<file path="config.mk">
export PLATFORM = sky130hd
export DESIGN_NAME = nemesis_sound_cmd_latch
export DESIGN_NICKNAME = d
export VERILOG_FILES = /design/src/rtl/nemesis_sound_pkg.sv /design/src/rtl/nemesis_sound_cmd_fifo.sv /design/src/rtl/nemesis_sound_cmd_latch.sv
export SDC_FILE = /design/constraint.sdc
export NUM_CORES = 1
export LEC_CHECK = 0
export ABC_AREA = 1
export BUFFER_PORTS_ARGS = -buffer_cell sky130_fd_sc_hd__buf_2
export CAP_MARGIN = 25
export CORE_MARGIN = 4
export CORE_UTILIZATION = 41
export DETAILED_ROUTE_END_ITERATION = 12
export RECOVER_POWER = 25
export SLEW_MARGIN = 40
export SYNTH_ARGS = -nofsm -noshare
export SYNTH_HDL_FRONTEND = slang
export SYNTH_SLANG_ARGS = --single-unit
</file>
<file path="constraint.sdc">
create_clock -name i_clk -period 2.55 [get_ports i_clk]
set_input_delay 0.255 -clock i_clk [delete_from_list [all_inputs] [get_ports i_clk]]
set_output_delay 0.255 -clock i_clk [all_outputs]
set_load 0.005 [all_outputs]
</file>
<file path="src/rtl/nemesis_sound_pkg.sv">
// Shared definitions for the sound-command latch: IRQ FSM encoding and
// well-known command byte values.
package nemesis_sound_pkg;

  typedef enum logic [1:0] {
    IRQ_IDLE    = 2'd0,
    IRQ_ASSERT  = 2'd1,
    IRQ_WAIT_RD = 2'd2
  } irq_state_e;

  localparam logic [7:0] CMD_MUSIC_OFF    = 8'h00;
  localparam logic [7:0] CMD_SHOT         = 8'h01;
  localparam logic [7:0] CMD_CREDIT       = 8'h40;
  localparam logic [7:0] CMD_CORE_EXPLODE = 8'h81;

endpackage

</file>
<file path="src/rtl/nemesis_sound_cmd_fifo.sv">
// Command byte FIFO: storage, wrapping pointers, occupancy and a registered
// head byte that keeps the last popped value once the FIFO drains.
module nemesis_sound_cmd_fifo #(
  parameter int DEPTH_LOG2 = 2
) (
  input  logic                  i_clk,
  input  logic                  i_rst_n,
  input  logic                  i_push,
  input  logic [7:0]            i_push_data,
  input  logic                  i_pop,
  output logic [7:0]            o_head,
  output logic [DEPTH_LOG2:0]   o_level,
  output logic                  o_full,
  output logic                  o_empty
);

  localparam int DEPTH = 1 << DEPTH_LOG2;
  localparam logic [DEPTH_LOG2:0] LEVEL_FULL = (DEPTH_LOG2 + 1)'(DEPTH);

  logic [7:0]            mem_q [DEPTH];
  logic [DEPTH_LOG2-1:0] wptr_q, rptr_q;
  logic [DEPTH_LOG2:0]   level_q, level_d;
  logic [7:0]            head_q;
  logic                  push_ok, pop_ok;

  assign o_empty = (level_q == '0);
  assign o_full  = (level_q == LEVEL_FULL);

  // A push into a full FIFO still fits when the same cycle frees a slot.
  assign pop_ok  = i_pop & ~o_empty;
  assign push_ok = i_push & (~o_full | pop_ok);

  always_comb begin
    level_d = level_q;
    case ({push_ok, pop_ok})
      2'b10:   level_d = level_q + 1'b1;
      2'b01:   level_d = level_q - 1'b1;
      default: level_d = level_q;
    endcase
  end

  always_ff @(posedge i_clk) begin
    if (push_ok) mem_q[wptr_q] <= i_push_data;
  end

  always_ff @(posedge i_clk or negedge i_rst_n) begin
    if (!i_rst_n) begin
      wptr_q  <= '0;
      rptr_q  <= '0;
      level_q <= '0;
      head_q  <= 8'h00;
    end else begin
      if (push_ok) wptr_q <= wptr_q + 1'b1;
      if (pop_ok)  rptr_q <= rptr_q + 1'b1;
      level_q <= level_d;
      // Only refresh while something is queued so the last byte sticks.
      if (!o_empty) head_q <= mem_q[rptr_q];
    end
  end

  assign o_head  = head_q;
  assign o_level = level_q;

endmodule

</file>
<file path="src/rtl/nemesis_sound_cmd_latch.sv">
// Sound-CPU command latch: strobe edge detect, FIFO, sticky overflow and Z80 IRQ
// handshake. Define NEMESIS_SOUND_DEBUG_EN to add the debug command source.
module nemesis_sound_cmd_latch
  import nemesis_sound_pkg::*;
#(
  parameter int DEPTH_LOG2 = 2
) (
  input  logic                  i_clk,
  input  logic                  i_rst_n,
  input  logic                  i_wr,
  input  logic [7:0]            i_wr_data,
  input  logic                  i_rd,
  input  logic                  i_irq_ack,
`ifdef NEMESIS_SOUND_DEBUG_EN
  input  logic                  i_dbg_trig,
  input  logic [7:0]            i_dbg_data,
`endif
  output logic [7:0]            o_rd_data,
  output logic                  o_irq_n,
  output logic [DEPTH_LOG2:0]   o_level,
  output logic                  o_overflow
);

  logic       wr_q, rd_q;
  logic       push_req, pop_req, pop_ok;
  logic       push;
  logic [7:0] push_data;
  logic       fifo_full, fifo_empty;
  logic       overflow_q, overflow_d;
  logic       nonempty_q;
  irq_state_e state_q, state_d;

  assign push_req = i_wr & ~wr_q;
  assign pop_req  = ~i_rd & rd_q;
  assign pop_ok   = pop_req & ~fifo_empty;

`ifdef NEMESIS_SOUND_DEBUG_EN
  logic       dbg_trig_q, dbg_req;
  logic       dbg_pend_q, dbg_pend_d;
  logic [7:0] dbg_data_q, dbg_data_d;

  assign dbg_req = i_dbg_trig & ~dbg_trig_q;

  // CPU writes win a collision; the debug byte waits one slot in pend.
  always_comb begin
    push       = push_req;
    push_data  = i_wr_data;
    dbg_pend_d = dbg_pend_q;
    dbg_data_d = dbg_data_q;
    if (push_req) begin
      if (dbg_req && !dbg_pend_q) begin
        dbg_pend_d = 1'b1;
        dbg_data_d = i_dbg_data;
      end
    end else if (dbg_pend_q) begin
      push       = 1'b1;
      push_data  = dbg_data_q;
      dbg_pend_d = 1'b0;
    end else if (dbg_req) begin
      push      = 1'b1;
      push_data = i_dbg_data;
    end
  end

  always_ff @(posedge i_clk or negedge i_rst_n) begin
    if (!i_rst_n) begin
      dbg_trig_q <= 1'b0;
      dbg_pend_q <= 1'b0;
      dbg_data_q <= 8'h00;
    end else begin
      dbg_trig_q <= i_dbg_trig;
      dbg_pend_q <= dbg_pend_d;
      dbg_data_q <= dbg_data_d;
    end
  end
`else
  assign push      = push_req;
  assign push_data = i_wr_data;
`endif

  nemesis_sound_cmd_fifo #(.DEPTH_LOG2(DEPTH_LOG2)) u_fifo (
    .i_clk       (i_clk),
    .i_rst_n     (i_rst_n),
    .i_push      (push),
    .i_push_data (push_data),
    .i_pop       (pop_req),
    .o_head      (o_rd_data),
    .o_level     (o_level),
    .o_full      (fifo_full),
    .o_empty     (fifo_empty)
  );

  assign overflow_d = overflow_q | (push & fifo_full & ~pop_req);

  // nonempty_q lags the level so INT only rises once the head byte is on the bus.
  always_comb begin
    state_d = state_q;
    case (state_q)
      IRQ_IDLE:    if (nonempty_q && !fifo_empty) state_d = IRQ_ASSERT;
      IRQ_ASSERT:  if (pop_ok) state_d = IRQ_IDLE;
                   else if (i_irq_ack) state_d = IRQ_WAIT_RD;
      IRQ_WAIT_RD: if (pop_ok) state_d = IRQ_IDLE;
      default:     state_d = IRQ_IDLE;
    endcase
  end

  always_ff @(posedge i_clk or negedge i_rst_n) begin
    if (!i_rst_n) begin
      wr_q       <= 1'b0;
      rd_q       <= 1'b0;
      overflow_q <= 1'b0;
      nonempty_q <= 1'b0;
      state_q    <= IRQ_IDLE;
    end else begin
      wr_q       <= i_wr;
      rd_q       <= i_rd;
      overflow_q <= overflow_d;
      nonempty_q <= ~fifo_empty;
      state_q    <= state_d;
    end
  end

  assign o_irq_n    = (state_q != IRQ_ASSERT);
  assign o_overflow = overflow_q;

endmodule

</file>
==> impl_metrics.toml <==
[outcome]
status = "finished, final reports clean"

[floorplanning]
die_x_um = 81.27
core_um2 = 5140
dieArea_um2 = 6604
rows = 26
die_height_um = 81.27
start_util_pct = 42.82
ios = 26

[hold_path]
hp-class = "in -> reg"

[synthesis]
synth.ff_latch_count = 53
synth_fp_nets = 211
ys_seq_area_share_pct = 67.54
yosysUniqueCellTypes = 23
synth_area_um2 = 2201
syn_area_per_cell_um2 = 11.40
synth_warnings = 0
synthCells = 193

[critical_path]
required_ns = 2.75
critical_path.cell_chain = "inv_1 > nand2_2 > nand3_1 > fa_1 > inv_1 > nand2_1 > nand3_1 > nand2_1"
worst_path_max_delay_cell = "dfrtp_1"
startpoint_type = "flip-flop"
end_kind = "flip-flop"
path_buf_inv = 2
setup.worst_path.class = "reg -> reg"
arrival_ns = 2.04
path_max_fanout = 21
cpPeakStageDelay_ns = 0.43
critPathTopFamily = "simple AND/OR/NAND/NOR gates"

[clock_tree]
clockBufferDepth = 2
cts_resized = 0
numCtsBuffers = 5
cts_tree = "done"
clk_latency_ns = 0.30
cts.sinks = 53
h-tree-depth = 2
postCtsSetupRepairBufs = 0
clkTransAtPathRegs_ns = 0.09
cts-root-buf = "clkbuf_8"

[timing]
rsz0062_at_grt = "false"
clock-skew-final_ns = 0.003320
max_freq_mhz = 544.6
period_needed_ns = 1.836
finalSetupTns_ns = 0
report.final.slew_viol_count = 0
setup_viol = 0
hold_viol = 0
relSlewSlack_pct = 54.99
tightest_slew_ns = 0.6752
finalCritPeriodShare_pct = 72.01
timing.hold.ws_ns = 0.06805

[detailed_routing]
wl_per_cell_um = 13.32
viasPerCell = 4.681
ant_nets = 0
route.detailed.drc = 0
drtIter0Drc = 59
first_pass_iters = 4
vias = 1381
finalWirelength_um = 3928

[global_route]
grt_overflow = 0
track_usage_pct = 13.28
antenna_found_initial = 0
grt_pass1_wl_um = 6354
grt_pass1_vias = 1326
grt_max_degree = 22

[power]
power.leakage_uw = 0.001031
powerDensity_nw_per_um2 = 1087
peakVddDrop_uv = 413.7

[placed_design]
port_buffers = 25
dpl.hpwl_um = 2578
gp_congestion = 0.6850

[finish]
final.fill_count = 509
nets = 242
n_antenna_cell = 0
final_common_cell = "nor2_1"
final_util_pct = 48.66
areaGrowthSynthToFinish_pct = 13.64
final_layout_size_suffix_gt1_share_pct = 16.00
mostFrequentLayoutCells = "nor2_1, edfxtp_1, dfrtp_1"

[run]
maxCapViolCount = 0
==> timing repair <==
item	in CTS	in global routing
endpoints found under the hold margin	21	0
hold buffers	1	0
setup endpoints to repair	0	0
==> worst register-to-register path, delay by kind of cell, from the launching register on <==
kind | cells | cell delay, ns
AND/OR/NAND/NOR | 5 | 0.72
flip-flops | 1 | 0.43
adder cells (fa/ha/maj) | 1 | 0.43
buffers and inverters | 2 | 0.15
==> cells by family after synthesis <==
logic type      count (synthesis)  share of synthesized area [%]
xor+xnor                        1                         0.3980
simple gates                   80                          15.92
fa+ha+maj                       5                          3.184
flops                          53                          67.54
compound gates                 28                          6.935
buf+inv                        26                          6.026
==> per-stage QoR <==
step / instances / cell area [µm²] / total power (µW) / setup WS, ns
after floorplan: 193 / 2201 / 1935 / 0.9712
after global placement: 286 / 2386 / 2156 / 0.7467
after detailed placement: 286 / 2386 / 2182 / 0.6911
after CTS: 295 / 2512 / 2764 / 0.6849
after global routing: 295 / 2501 / 2942 / 0.4908
final: 295 / 2501 / 2718 / 0.7138
==> registers in the layout (all words and copies together), names as in the netlist <==
signal,flops
u_fifo.mem_q,32
wr_q,1
u_fifo.wptr_q,2
nonempty_q,1
u_fifo.o_level,3
u_fifo.rptr_q,2
o_overflow,1
state_q,2
u_fifo.o_head,8
rd_q,1
==> synthesized netlist by cell type <==
library cell | count | area, µm²
o21ai_1 | 1 | 5.000
a31oi_1 | 8 | 50.05
inv_1 | 18 | 67.56
a21oi_1 | 1 | 5.000
nand4_1 | 1 | 6.260
nand3_1 | 6 | 30.03
nand2_2 | 2 | 12.51
ha_1 | 4 | 50.05
dfrtp_1 | 21 | 525.5
o21ai_0 | 17 | 85.08
clkbuf_2 | 1 | 5.000
nand2_4 | 1 | 11.26
edfxtp_1 | 32 | 960.9
nand2_1 | 19 | 71.32
o21bai_1 | 1 | 7.510
buf_6 | 4 | 45.04
nor2_1 | 47 | 176.4
nand3_2 | 2 | 20.02
fa_1 | 1 | 20.02
buf_4 | 1 | 7.510
nor2_4 | 2 | 22.52
inv_2 | 2 | 7.510
xor2_1 | 1 | 8.760
==> final cells by class <==
| cell class | instances | area [µm²] | area share [%] |
|---|---|---|---|
| Sequential cell | 53 | 1486 | 59.43 |
| Multi-Input combinational cell | 114 | 581.8 | 23.26 |
| Timing Repair Buffer | 30 | 153.9 | 6.153 |
| Tap cell | 70 | 87.58 | 3.502 |
| Clock buffer | 7 | 86.33 | 3.452 |
| Inverter | 20 | 75.07 | 3.001 |
| Clock inverter | 1 | 30.03 | 1.201 |
==> routing by layer <==
| metal | routed length, µm | track usage [%] | part of all wire, % | vias to the layer above |
|---|---|---|---|---|
| met5 | 0 | 0 | 0 | - |
| met4 | 59 | 4.561 | 1.5 | 0 |
| met3 | 204 | 4.324 | 5.2 | 5 |
| met2 | 1863 | 21.74 | 47 | 25 |
| met1 | 1800 | 16.46 | 46 | 654 |
| li1 | - | - | - | 697 |
==> power breakdown <==
part	internal [µW]	total (µW)	leakage [µW]	switching (µW)
Combinational	333	825	0.000438	493
Sequential	1120	1310	0.000535	191
Clock	320	582	0.0000585	262
==> worst paths after layout <==
check	start	to	slack, ns	cells after the start
setup / recovery	u_fifo.o_level[2]$_DFFE_PN0P_	u_fifo.o_level[2]$_DFFE_PN0P_	0.71	8
hold / removal	i_rd	rd_q$_DFF_PN0_	0.07	1
setup reg to reg	u_fifo.o_level[2]$_DFFE_PN0P_	u_fifo.o_level[2]$_DFFE_PN0P_	0.71	8
hold reg to reg	o_overflow$_DFF_PN0_	o_overflow$_DFF_PN0_	0.49	1
max in group asynchronous	i_rst_n	u_fifo.o_head[7]$_DFFE_PN0N_	1.79	2
min in group asynchronous	i_rst_n	u_fifo.o_level[0]$_DFFE_PN0P_	0.43	2
Power figures use the tool's default switching activity.
